## src/rtl/mvp_sched.sv

```systemverilog
// Step sequencer for the bit-serial mvp array: walks tiles, weight bit-planes and 2-bit
// activation chunks, issues buffer addresses and replays accumulator controls LAT cycles later.
module mvp_sched #(
    parameter int AW  = 10,
    parameter int LAT = 2,
    parameter int PW  = 4,
    parameter int TW  = 8
) (
    input  logic            clk,
    input  logic            rst_n,
    input  logic            start,
    input  logic [PW-1:0]   wp,
    input  logic [PW-1:0]   ap,
    input  logic [TW-1:0]   tiles,
    input  logic            wsigned,
    input  logic            asigned,
    input  logic [AW-1:0]   w_base,
    input  logic [AW-1:0]   d_base,
    input  logic            stall,
    output logic            busy,
    output logic            done,
    output logic            issue,
    output logic [AW-1:0]   w_addr,
    output logic [AW-1:0]   d_addr,
    output logic [1:0]      mode,
    output logic            acc_en,
    output logic            acc_clr,
    output logic [2*PW:0]   acc_shift
);

    localparam int SW = 2 * PW + 1;

    typedef enum logic [1:0] {S_IDLE, S_RUN, S_DRAIN, S_DONE} state_t;

    state_t            state_q, state_d;
    logic [PW-1:0]     wp_q, ap_q;
    logic [TW-1:0]     tiles_q;
    logic              wsigned_q, asigned_q;
    logic [AW-1:0]     w_base_q, d_base_q;
    logic [TW-1:0]     k_q, k_d;
    logic [PW-1:0]     wi_q, wi_d, aj_q, aj_d;
    logic [AW-1:0]     woff_q, woff_d, doff_q, doff_d;

    logic [LAT-1:0]          vld_q, first_q;
    logic [LAT-1:0][SW-1:0]  shift_q;

    logic              issue_c, last_c, first_c, pend_c, zero_job_c;
    logic              wi_top_c, aj_top_c;
    logic [SW-1:0]     shift_c;

    assign wi_top_c   = (wi_q == wp_q - PW'(1));
    assign aj_top_c   = (aj_q == ap_q - PW'(1));
    assign issue_c    = (state_q == S_RUN) && !stall;
    assign last_c     = (k_q == tiles_q - TW'(1)) && (wi_q == '0) && (aj_q == '0);
    assign first_c    = (k_q == '0) && wi_top_c && aj_top_c;
    assign shift_c    = SW'(wi_q) + SW'({aj_q, 1'b0});
    assign zero_job_c = (wp == '0) || (ap == '0) || (tiles == '0);

    // Only entries still short of the output tap keep DRAIN waiting; the tap itself
    // drains during the cycle that DONE is entered on.
    always_comb begin
        pend_c = 1'b0;
        for (int i = 0; i < LAT - 1; i++) begin
            pend_c = pend_c | vld_q[i];
        end
    end

    always_comb begin
        state_d = state_q;
        k_d     = k_q;
        wi_d    = wi_q;
        aj_d    = aj_q;
        woff_d  = woff_q;
        doff_d  = doff_q;
        case (state_q)
            S_IDLE: begin
                if (start) begin
                    state_d = zero_job_c ? S_DONE : S_RUN;
                    k_d     = '0;
                    wi_d    = wp - PW'(1);
                    aj_d    = ap - PW'(1);
                    woff_d  = '0;
                    doff_d  = '0;
                end
            end
            S_RUN: begin
                if (issue_c) begin
                    if (last_c) begin
                        state_d = S_DRAIN;
                    end else if (aj_q != '0) begin
                        aj_d = aj_q - PW'(1);
                    end else begin
                        aj_d = ap_q - PW'(1);
                        if (wi_q != '0) begin
                            wi_d = wi_q - PW'(1);
                        end else begin
                            wi_d   = wp_q - PW'(1);
                            k_d    = k_q + TW'(1);
                            woff_d = woff_q + AW'(wp_q);
                            doff_d = doff_q + AW'(ap_q);
                        end
                    end
                end
            end
            S_DRAIN: begin
                if (!pend_c) state_d = S_DONE;
            end
            default: state_d = S_IDLE;
        endcase
    end

    always_ff @(posedge clk or negedge rst_n) begin
        if (!rst_n) begin
            state_q   <= S_IDLE;
            wp_q      <= '0;
            ap_q      <= '0;
            tiles_q   <= '0;
            wsigned_q <= 1'b0;
            asigned_q <= 1'b0;
            w_base_q  <= '0;
            d_base_q  <= '0;
            k_q       <= '0;
            wi_q      <= '0;
            aj_q      <= '0;
            woff_q    <= '0;
            doff_q    <= '0;
        end else begin
            state_q <= state_d;
            k_q     <= k_d;
            wi_q    <= wi_d;
            aj_q    <= aj_d;
            woff_q  <= woff_d;
            doff_q  <= doff_d;
            if (state_q == S_IDLE && start) begin
                wp_q      <= wp;
                ap_q      <= ap;
                tiles_q   <= tiles;
                wsigned_q <= wsigned;
                asigned_q <= asigned;
                w_base_q  <= w_base;
                d_base_q  <= d_base;
            end
        end
    end

    // Delay line matching the mvp latency; stalls and idle cycles shift in empty slots.
    always_ff @(posedge clk or negedge rst_n) begin
        if (!rst_n) begin
            vld_q   <= '0;
            first_q <= '0;
            shift_q <= '0;
        end else begin
            for (int i = LAT - 1; i > 0; i--) begin
                vld_q[i]   <= vld_q[i-1];
                first_q[i] <= first_q[i-1];
                shift_q[i] <= shift_q[i-1];
            end
            vld_q[0]   <= issue_c;
            first_q[0] <= issue_c & first_c;
            shift_q[0] <= issue_c ? shift_c : '0;
        end
    end

    assign busy      = (state_q == S_RUN) || (state_q == S_DRAIN);
    assign done      = (state_q == S_DONE);
    assign issue     = issue_c;
    assign w_addr    = issue_c ? (w_base_q + woff_q + AW'(wi_q)) : '0;
    assign d_addr    = issue_c ? (d_base_q + doff_q + AW'(aj_q)) : '0;
    assign mode      = issue_c ? {wsigned_q & wi_top_c, asigned_q & aj_top_c} : 2'b00;
    assign acc_en    = vld_q[LAT-1];
    assign acc_clr   = vld_q[LAT-1] & first_q[LAT-1];
    assign acc_shift = shift_q[LAT-1];

endmodule

```

## config.mk

```make
export PLATFORM = sky130hd
export DESIGN_NAME = mvp_sched
export DESIGN_NICKNAME = d
export VERILOG_FILES = /design/src/rtl/mvp_sched.sv
export SDC_FILE = /design/constraint.sdc
export NUM_CORES = 1
export LEC_CHECK = 0
export BUFFER_PORTS_ARGS = -buffer_cell sky130_fd_sc_hd__buf_4
export CORE_MARGIN = 8
export CORE_UTILIZATION = 60
export DETAILED_ROUTE_END_ITERATION = 8
export GPL_TIMING_DRIVEN = 0
export PLACE_DENSITY = 0.9
export SYNTH_ARGS = -nofsm -noshare
export SYNTH_HDL_FRONTEND = slang
export SYNTH_SLANG_ARGS = --single-unit
```

## constraint.sdc

```tcl
create_clock -name clk -period 6.1 [get_ports clk]
set_input_delay 0.915 -clock clk [delete_from_list [all_inputs] [get_ports clk]]
set_output_delay 0.915 -clock clk [all_outputs]
set_load 0.03 [all_outputs]
```

Yosys cells after proc, flatten, opt, wreduce, memory -nomap -nowiden:

Cells that the tools add are included.

* memories: 0
* bits in latches: 0
* output and inout bits: 36
* RAM bits: 0
* ROM bits: 0
* register bits: 92

* reductions and logical operators: 24
* multiplexer cells: 38
* divide/modulo/power cells: 0
* shifts and indexed selects: 0
* $lt $le $gt $ge: 0
* multipliers: 0
* equality and inequality tests: 13
* add/sub/neg operators: 15
* bitwise logic cells: 4

Operator list (count)
* $mux W10: 11
* $add A10 B4 Y10: 4
* $mux W8: 5
* $pmux W10 S2: 2
* $mux W4: 9
* $sub A4 B1 Y4 const B: 6
* $add A10 B10 Y10: 2
* $logic_not A4 Y1: 4
* $logic_not A8 Y1: 2
* $pmux W4 S2: 2
* $pmux W8 S2: 1
* $ne A2 B2 Y1 const B: 7
* $mux W2: 6
* $add A8 B1 Y8 const B: 1
* $eq A4 B4 Y1: 2
* $eq A8 B8 Y1: 1
* $reduce_and A4 Y1: 2
* $reduce_bool A4 Y1: 2
* $sub A8 B1 Y8 const B: 1
* $add A4 B5 Y6: 1
* $logic_and A1 B1 Y1: 6
* $mux W6: 1
* $pmux W2 S3: 1
* $reduce_and A6 Y1: 1
* other kinds (8): 14

Longest topological paths before layout:

Gate-level depths: netlist of run 1.

* depth after elaboration: 7
* depth in mapped cells: 12

Least setup slack after synthesis of run 1:

No wires, ideal clock.

* kind: reg2out
* from: reg aj_q[1]
* to: out d_addr[9]
* arrival: 3.085 ns
* path buffers: 0
* path slack: 2.100 ns
* cell stages (with the launch flop): 12
* required time: 5.185 ns
* cells stage by stage: dfrtp_1 -> fa_1 -> ha_1 -> inv_1 -> fa_1 -> nor2b_1 -> o21ai_0 -> a21boi_0 -> o21ai_0 -> a21o_1 -> nand3_1 -> nor3b_1

* word-level cells in the longest chain between the ends: 2

Ends and longest elaborated chain
* start, declared: line 41 `logic [PW-1:0] wi_q, wi_d, aj_q, aj_d;`
* start signal, assigned: line 131 `aj_q <= aj_d;`
* $add A10 B4 Y10: line 168 `assign d_addr = issue_c ? (d_base_q + doff_q + AW'(aj_q)) : '0;`
* $mux W10: line 168
* end, declared: line 24 `output logic [AW-1:0] d_addr,`

No other way between the ends.

Worst setup path after layout of run 1:

Same ends and word-level chain as after synthesis.

==> run metrics, run 1 <==
Mapped Cells 609; unrepaired setup endpoints after global routing no; 1st-pass router iterations 7; fin crit period 4.34 ns; Core Rows 37; Worst-Margin Slew 1.14 ns; total track usage 0.229; dpl cells ~800; cts hold-fix bufs 0; CTS Buf Count 9; Tcrit/Tclk final 0.712; top_reg_cell synth dfrtp_1; CP max stage cell fa_1; CP endpoint kind output port; r2r startpoint wi_q[0]$_DFFE_PN0P_; WL met3 1050 um; syn avg cell area approximately 10 um^2; Synth Warn # 0; clk buf depth 2; vias per inst roughly 6; Yosys top cell by area dfrtp_1; max_cap viols 0; Die W 117 um; count of pins over their slew limit 0; HP Start shift_q[1]$_DFF_PN0_; Routed WL 14900 um; Final Non-Filler Cells approximately 840; EDFF count, synth 0; leakage 3.46 nW; area of the die roughly 0.014 mm^2; power per cell area 453 mW/mm^2; Commonest cells post-synth dfrtp_1, ha_1, nand2_1, nor2_1, inv_1; TritonCTS sink count 92; WP data required 5.18 ns; most frequent cell after synthesis dfrtp_1; register area share after synthesis 0.377; Nets approximately 800; Detailed Route Iter0 Violations around 350; CP Data Arrival Time 3.43 ns; global-route wire length before repair 24400 um; peak supply drop 0.320 mV; worst path bufs/invs 2; vias 4927; global placer's final weighted congestion slightly below 0.9; Max transition margin 0.237; ys async rst share 1.00; ranking of synthesized cells by area dfrtp_1, ha_1, mux2_2, fa_1, xnor2_1; # setup viols final 0; Core Region 0.0101 mm^2; final hold viol count 0; hold slack between 0.3 and 0.4 ns; PostCTS Resize Cnt 0; synthesis-to-layout area growth 15.5%; largest stage delay on the critical path about 0.56 ns; Yosys top cell area share 0.377; WHS Endpoint acc_shift[1]$_DFF_PN0_; Worst Skew around 0.012 ns; drt drc 0; CTS root buf clkbuf_8; Initial Util 0.605; Die Ht 117 um; CP startpoint kind register; initial antenna violation count 0; CP max FO 9; n_diodes 0; count of cell types in the netlist 59; post-CTS repair timing setup buffer count 0; H-tree Lvls 3; remaining antenna violation count 0; crit path kind reg2out; top-level port count 78; maximum clock rate 230 MHz; layout cells sized above 1 0.210; DP HPWL ~11000 um; Port Buffers 74; GRT overflow 0; total power 3.19 mW; wire per inst between 15 and 20 um; status finished, final reports clean; reg2reg end aj_q[2]$_DFFE_PN0P_; Post-Syn Area 0.00610 mm^2; clk slew on worst S/H paths ~0.090 ns; setup TNS 0 ns; hold path depth 0; delay-heaviest family, CP adder cells; DR WL met2 7280 um; TritonCTS clock tree built; Seq cells post-synth 92; highest metal used met4; M1 wire length 6230 um; latest clock arrival within the worst-skew pair 0.37 ns; cells along the critical path fa_1, ha_1, inv_1, fa_1, nor2b_1, o21ai_0, a21boi_0, o21ai_0, a21o_1, nand3_1, nor3b_1, buf_4; Reg2Reg Depth 8; r2r setup slk 2.90 ns; pin count of the biggest net entering global routing 93; vias in the first global route 5155; hold crit path type reg2reg
report_power, final:
part	internal (mW)	switching (mW)
logic	0.765	0.945
registers	0.797	0.243
clock network	0.224	0.221
total	1.79	1.41
per-layer routing:
metal | GRT usage | vias up
li1 | - | 2290
met1 | 0.281 | 2434
met2 | 0.383 | 172
met3 | 0.0534 | 31
met4 | 0.0922 | 0
met5 | 0 | -
cell usage in the layout (no fill, tap or decap), types with 3 or more instances in the layout:
cell	synthesis	layout
nor4_1	3	3
a21o_1	10	10
ha_1	50	50
mux2_2	35	35
xnor2_1	26	26
o31ai_1	5	5
a211oi_1	3	3
nor2b_1	6	6
a31oi_1	5	5
nand3b_1	6	6
mux2i_1	12	12
a21oi_1	26	26
inv_1	40	40
o21ai_1	9	9
nor3_1	10	10
a211o_1	3	3
o21bai_1	6	6
nand4_1	12	12
clkbuf_8	0	12
nor2_1	43	43
dfrtp_1	92	92
buf_4	9	83
clkbuf_1	16	17
a221o_1	3	3
xor2_1	19	19
nand3_1	20	20
fa_1	13	13
nand2b_1	11	11
and2_1	8	8
nor3b_1	3	3
o21ai_0	17	17
conb_1	1	3
nand2_1	43	43
and3_1	9	9
flip-flops by register name, summed over array words and instances, names as in the netlist, 4 cells and up:
register and count:
d_base_q 10, doff_q 10, w_base_q 10, woff_q 10
k_q 8, tiles_q 8, acc_shift 6, shift_q 6
aj_q 4, ap_q 4, wi_q 4, wp_q 4
through the flow:
step | util | cell area, um^2 | setup WS (ns)
global route | 0.698 | 7050 | 1.55
CTS | 0.698 | 7050 | 1.79
floorplan | - | 6110 | 2.10
detailed placement | 0.677 | 6840 | 2.21
global placement | 0.677 | 6840 | 2.24
finish | 0.698 | 7050 | 1.76
cells by family (layout without fill, tap and decap cells):
family	count (synthesis)	after routing	share of synthesized area
and+or+nand+nor	180	180	0.149
AOI/OAI and AO/OA	106	106	0.120
DFF	92	92	0.377
buffers and inverters	72	162	0.0527
adders and majority gates	63	63	0.145
muxes	49	49	0.0879
xor gates and xnor gates	46	46	0.0672
other	1	3	0.000614
worst max path at each step:
stage	startpoint	end	slack [ns]	cells after the start
global route	wi_q[1]$_DFFE_PN0P_	w_addr[9]	1.55	12
floorplan	aj_q[1]$_DFFE_PN0P_	d_addr[9]	2.10	11
finish	aj_q[1]$_DFFE_PN0P_	d_addr[9]	1.76	12
detailed placement	wi_q[2]$_DFFE_PN0P_	w_addr[9]	2.21	11
CTS	aj_q[1]$_DFFE_PN0P_	d_addr[9]	1.79	12
global placement	aj_q[1]$_DFFE_PN0P_	d_addr[9]	2.24	12
final cells by class:
| class | count | area (um^2) |
|---|---|---|
| buffer | 31 | 168 |
| clock inverter | 3 | 43.8 |
| sequential | 92 | 2300 |
| timing repair buffer | 74 | 556 |
| tap | 136 | 170 |
| multi-input combinational | 447 | 3490 |
| inverter | 41 | 154 |
| fill | 778 | 3040 |
| clock buffer | 13 | 169 |
Power figures use the tool's default switching activity.
==> inputs of run 2 (changes only) <==
--- a/config.mk
+++ b/config.mk
@@ -7,10 +7,10 @@
 export LEC_CHECK = 0
 export BUFFER_PORTS_ARGS = -buffer_cell sky130_fd_sc_hd__buf_4
 export CORE_MARGIN = 8
-export CORE_UTILIZATION = 60
+export CORE_UTILIZATION = 59
 export DETAILED_ROUTE_END_ITERATION = 8
 export GPL_TIMING_DRIVEN = 0
-export PLACE_DENSITY = 0.9
+export PLACE_DENSITY = 0.89
 export SYNTH_ARGS = -nofsm -noshare
 export SYNTH_HDL_FRONTEND = slang
 export SYNTH_SLANG_ARGS = --single-unit
==> constraint.sdc (replaced) <==
create_clock -name clk -period 4 [get_ports clk]
set_input_delay 0.6 -clock clk [delete_from_list [all_inputs] [get_ports clk]]
set_output_delay 0.6 -clock clk [all_outputs]
set_load 0.03 [all_outputs]
==> run 2 against run 1 <==
Effect of this change:
- sequential power increased by 51%
- critical path type unchanged
- via count decreased by 0.18%
- wire length decreased by 0.48%
- count of clock-buffer cells in the layout decreased by 3
- largest power group unchanged
- clock skew decreased by 0.00090 ns
- core utilization increased by 0.053 points
- power increased by 55%
- global-route usage decreased by 1.3 points
- flip-flop and latch count unchanged
- combinational power increased by 57%
==> run metrics, run 2 (same netlist as run 1, synthesis figures left out) <==
clk buf depth 2 (unchanged); final hold viol count 0 (unchanged); routing usage on met3 0.0374 (was 0.0534); DP Area 0.00684 mm^2 (unchanged); Die Ht 118 um (was 117 um); vias in the first global route 5153 (was 5155); pin count of the biggest net entering global routing 93 (unchanged); status finished, final reports clean (unchanged); count of pins over their slew limit 0 (unchanged); global-route wire length before repair 24700 um (was 24400 um); Port Buffers 74 (unchanged); clk slew on worst S/H paths 0.09 ns (about the same); Core Rows 37 (unchanged); total power 4.96 mW (was 3.19 mW); CP startpoint kind register (unchanged); Sw Pwr 2.16 mW (was 1.41 mW); initial antenna violation count 0 (unchanged); CP max FO 4 (was 9); Seq pwr share 0.316 (was 0.325); crit path kind reg2out (unchanged); max_cap viols 0 (unchanged); hold crit path type reg2reg (unchanged); maximum clock rate 256 MHz; Initial Util 0.599 (was 0.605); latest clock arrival within the worst-skew pair 0.38 ns (was 0.37 ns); Routed WL 14800 um (was 14900 um); post-route cell area 0.00712 mm^2 (was 0.00705 mm^2); fin crit period 3.91 ns; Internal 2.79 mW (was 1.79 mW); 1st-pass router iterations 5 (was 7); pre-CTS setup slack 0.371 ns (was 2.21 ns); Most Crowded Layer GR met2 (unchanged); wire per inst 17.6 um (was 17.8 um); met1 usage in global routing 0.271 (was 0.281); cts hold-fix bufs 0 (unchanged); Worst Skew 0.0110 ns (was 0.0119 ns); # setup viols final 0 (unchanged); hold path depth 0 (unchanged); Nets 807 (was 801); synthesis-to-layout area growth 16.6% (was 15.5%); CTS root buf clkbuf_8 (unchanged); Die W 118 um (was 117 um); Tcrit/Tclk final 0.977; Max transition margin 0.213 (was 0.237); CP endpoint kind output port (unchanged); Clk pwr share 0.144 (was 0.139); power per cell area 696 mW/mm^2 (was 453 mW/mm^2); largest stage delay on the critical path 0.52 ns (was 0.56 ns); switching share of power 0.437 (was 0.441); final worst slack 0.0912 ns (was 1.76 ns); total track usage 0.216 (was 0.229); WP data required 3.40 ns (was 5.18 ns); vias 4918 (was 4927); CP max stage cell fa_1 (unchanged); Reg2Reg Depth 9 (was 8); top-level port count 78 (unchanged); TritonCTS sink count 92 (unchanged); Core Region 0.0102 mm^2 (was 0.0101 mm^2); commonest non-fill, non-tap cells in the layout buf_4, dfrtp_1, ha_1 (was dfrtp_1, buf_4, ha_1); global placer's final weighted congestion 0.884 (was 0.895); vias per inst 5.83 (was 5.89); Worst-Margin Slew 1.18 ns (was 1.14 ns); most common cell after layout, fill and taps aside buf_4 (was dfrtp_1); remaining antenna violation count 0 (unchanged); Logic pwr share 0.540 (was 0.535); final core occ 0.699 (was 0.698); CP Data Arrival Time 3.31 ns (was 3.43 ns); leakage 3.48 nW (was 3.46 nW); TritonCTS clock tree built (unchanged); Detailed Route Iter0 Violations 353 (was 347); n_diodes 0 (unchanged); layout cells sized above 1 0.228 (was 0.210); H-tree Lvls 3 (unchanged); Fillers 739 (was 778); peak supply drop 0.432 mV (was 0.320 mV); area of the die 0.0139 mm^2 (was 0.0137 mm^2); drt drc 0 (unchanged); GRT overflow 0 (unchanged); cells along the critical path fa_1, ha_1, inv_1, fa_1, nor2b_1, o21ai_0, a21boi_1, o21ai_0, a21o_1, a21oi_1, nor3b_2, buf_4 (was fa_1, ha_1, inv_1, fa_1, nor2b_1, o21ai_0, a21boi_0, o21ai_0, a21o_1, nand3_1, nor3b_1, buf_4); met2 Usage GRT 0.355 (was 0.383); DP HPWL 11100 um (was 11200 um); CTS Buf Count 9 (unchanged)
## run 2: repair_timing
| item | 4_1_cts | 5_1_grt |
|---|---|---|
| setup endpoints to repair | 2 | 3 |
| pin swaps | 0 | 2 |
| cloned | 0 | 0 |
| gates resized for setup | 3 | 7 |
| setup buffers | 0 | 6 |
## run 2: worst paths after layout
check	endpoint	start	slack [ns]
max	w_addr[9]	wi_q[1]$_DFFE_PN0P_	0.09
min	acc_shift[2]$_DFF_PN0_	shift_q[2]$_DFF_PN0_	0.35
max reg2reg	aj_q[2]$_DFFE_PN0P_	wi_q[1]$_DFFE_PN0P_	0.67
min reg2reg	acc_shift[2]$_DFF_PN0_	shift_q[2]$_DFF_PN0_	0.35
max in group asynchronous	woff_q[1]$_DFFE_PN0P_	rst_n	2.73
min in group asynchronous	d_base_q[2]$_DFFE_PN0P_	rst_n	0.44
## run 2: routing by layer
metal / routed length [um] / up-vias
li1: - / 2287
met1: 6540 / 2422
met2: 6990 / 174
met3: 913 / 35
met4: 409 / 0
met5: 0 / -
## run 2: per-stage QoR
step / hold WS (ns) / cells / TNS [ns]
2_1_floorplan: 0.304 / 611 / 0
3_3_place_gp: 0.331 / 821 / 0
3_5_place_dp: 0.337 / 821 / 0
4_1_cts: 0.358 / 837 / 0
5_1_grt: 0.366 / 843 / -0.0178
6_report: 0.354 / 843 / 0
## run 2: area by class of cell
type                    instances  area [um^2]  area share
multi-input cells             447         3490       0.491
clock inverters                 6         87.6      0.0123
plain buffers                  31          168      0.0236
clock buffers                  10          138      0.0193
well taps                     136          170      0.0239
inverters                      41          154      0.0216
repair buffers                 80          601      0.0844
flip-flops and latches         92         2310       0.324
## run 2: critical path: cells and delay by family, from the launching register on
family	cells	cell delay, ns
buf+inv	2	0.26
flops	1	0.47
fa+ha+maj	3	1.08
simple gates	2	0.25
compound gates	5	0.89
## run 2: power groups by stage
| stage | combinational, mW | clock (mW) | sequential (mW) |
|---|---|---|---|
| global route | 2.97 | 0.753 | 1.61 |
| floorplan | 1.95 | 0 | 1.48 |
| finish | 2.68 | 0.716 | 1.57 |
| global placement | 2.42 | 0 | 1.57 |
| detailed placement | 2.58 | 0 | 1.59 |
| CTS | 2.60 | 0.718 | 1.58 |
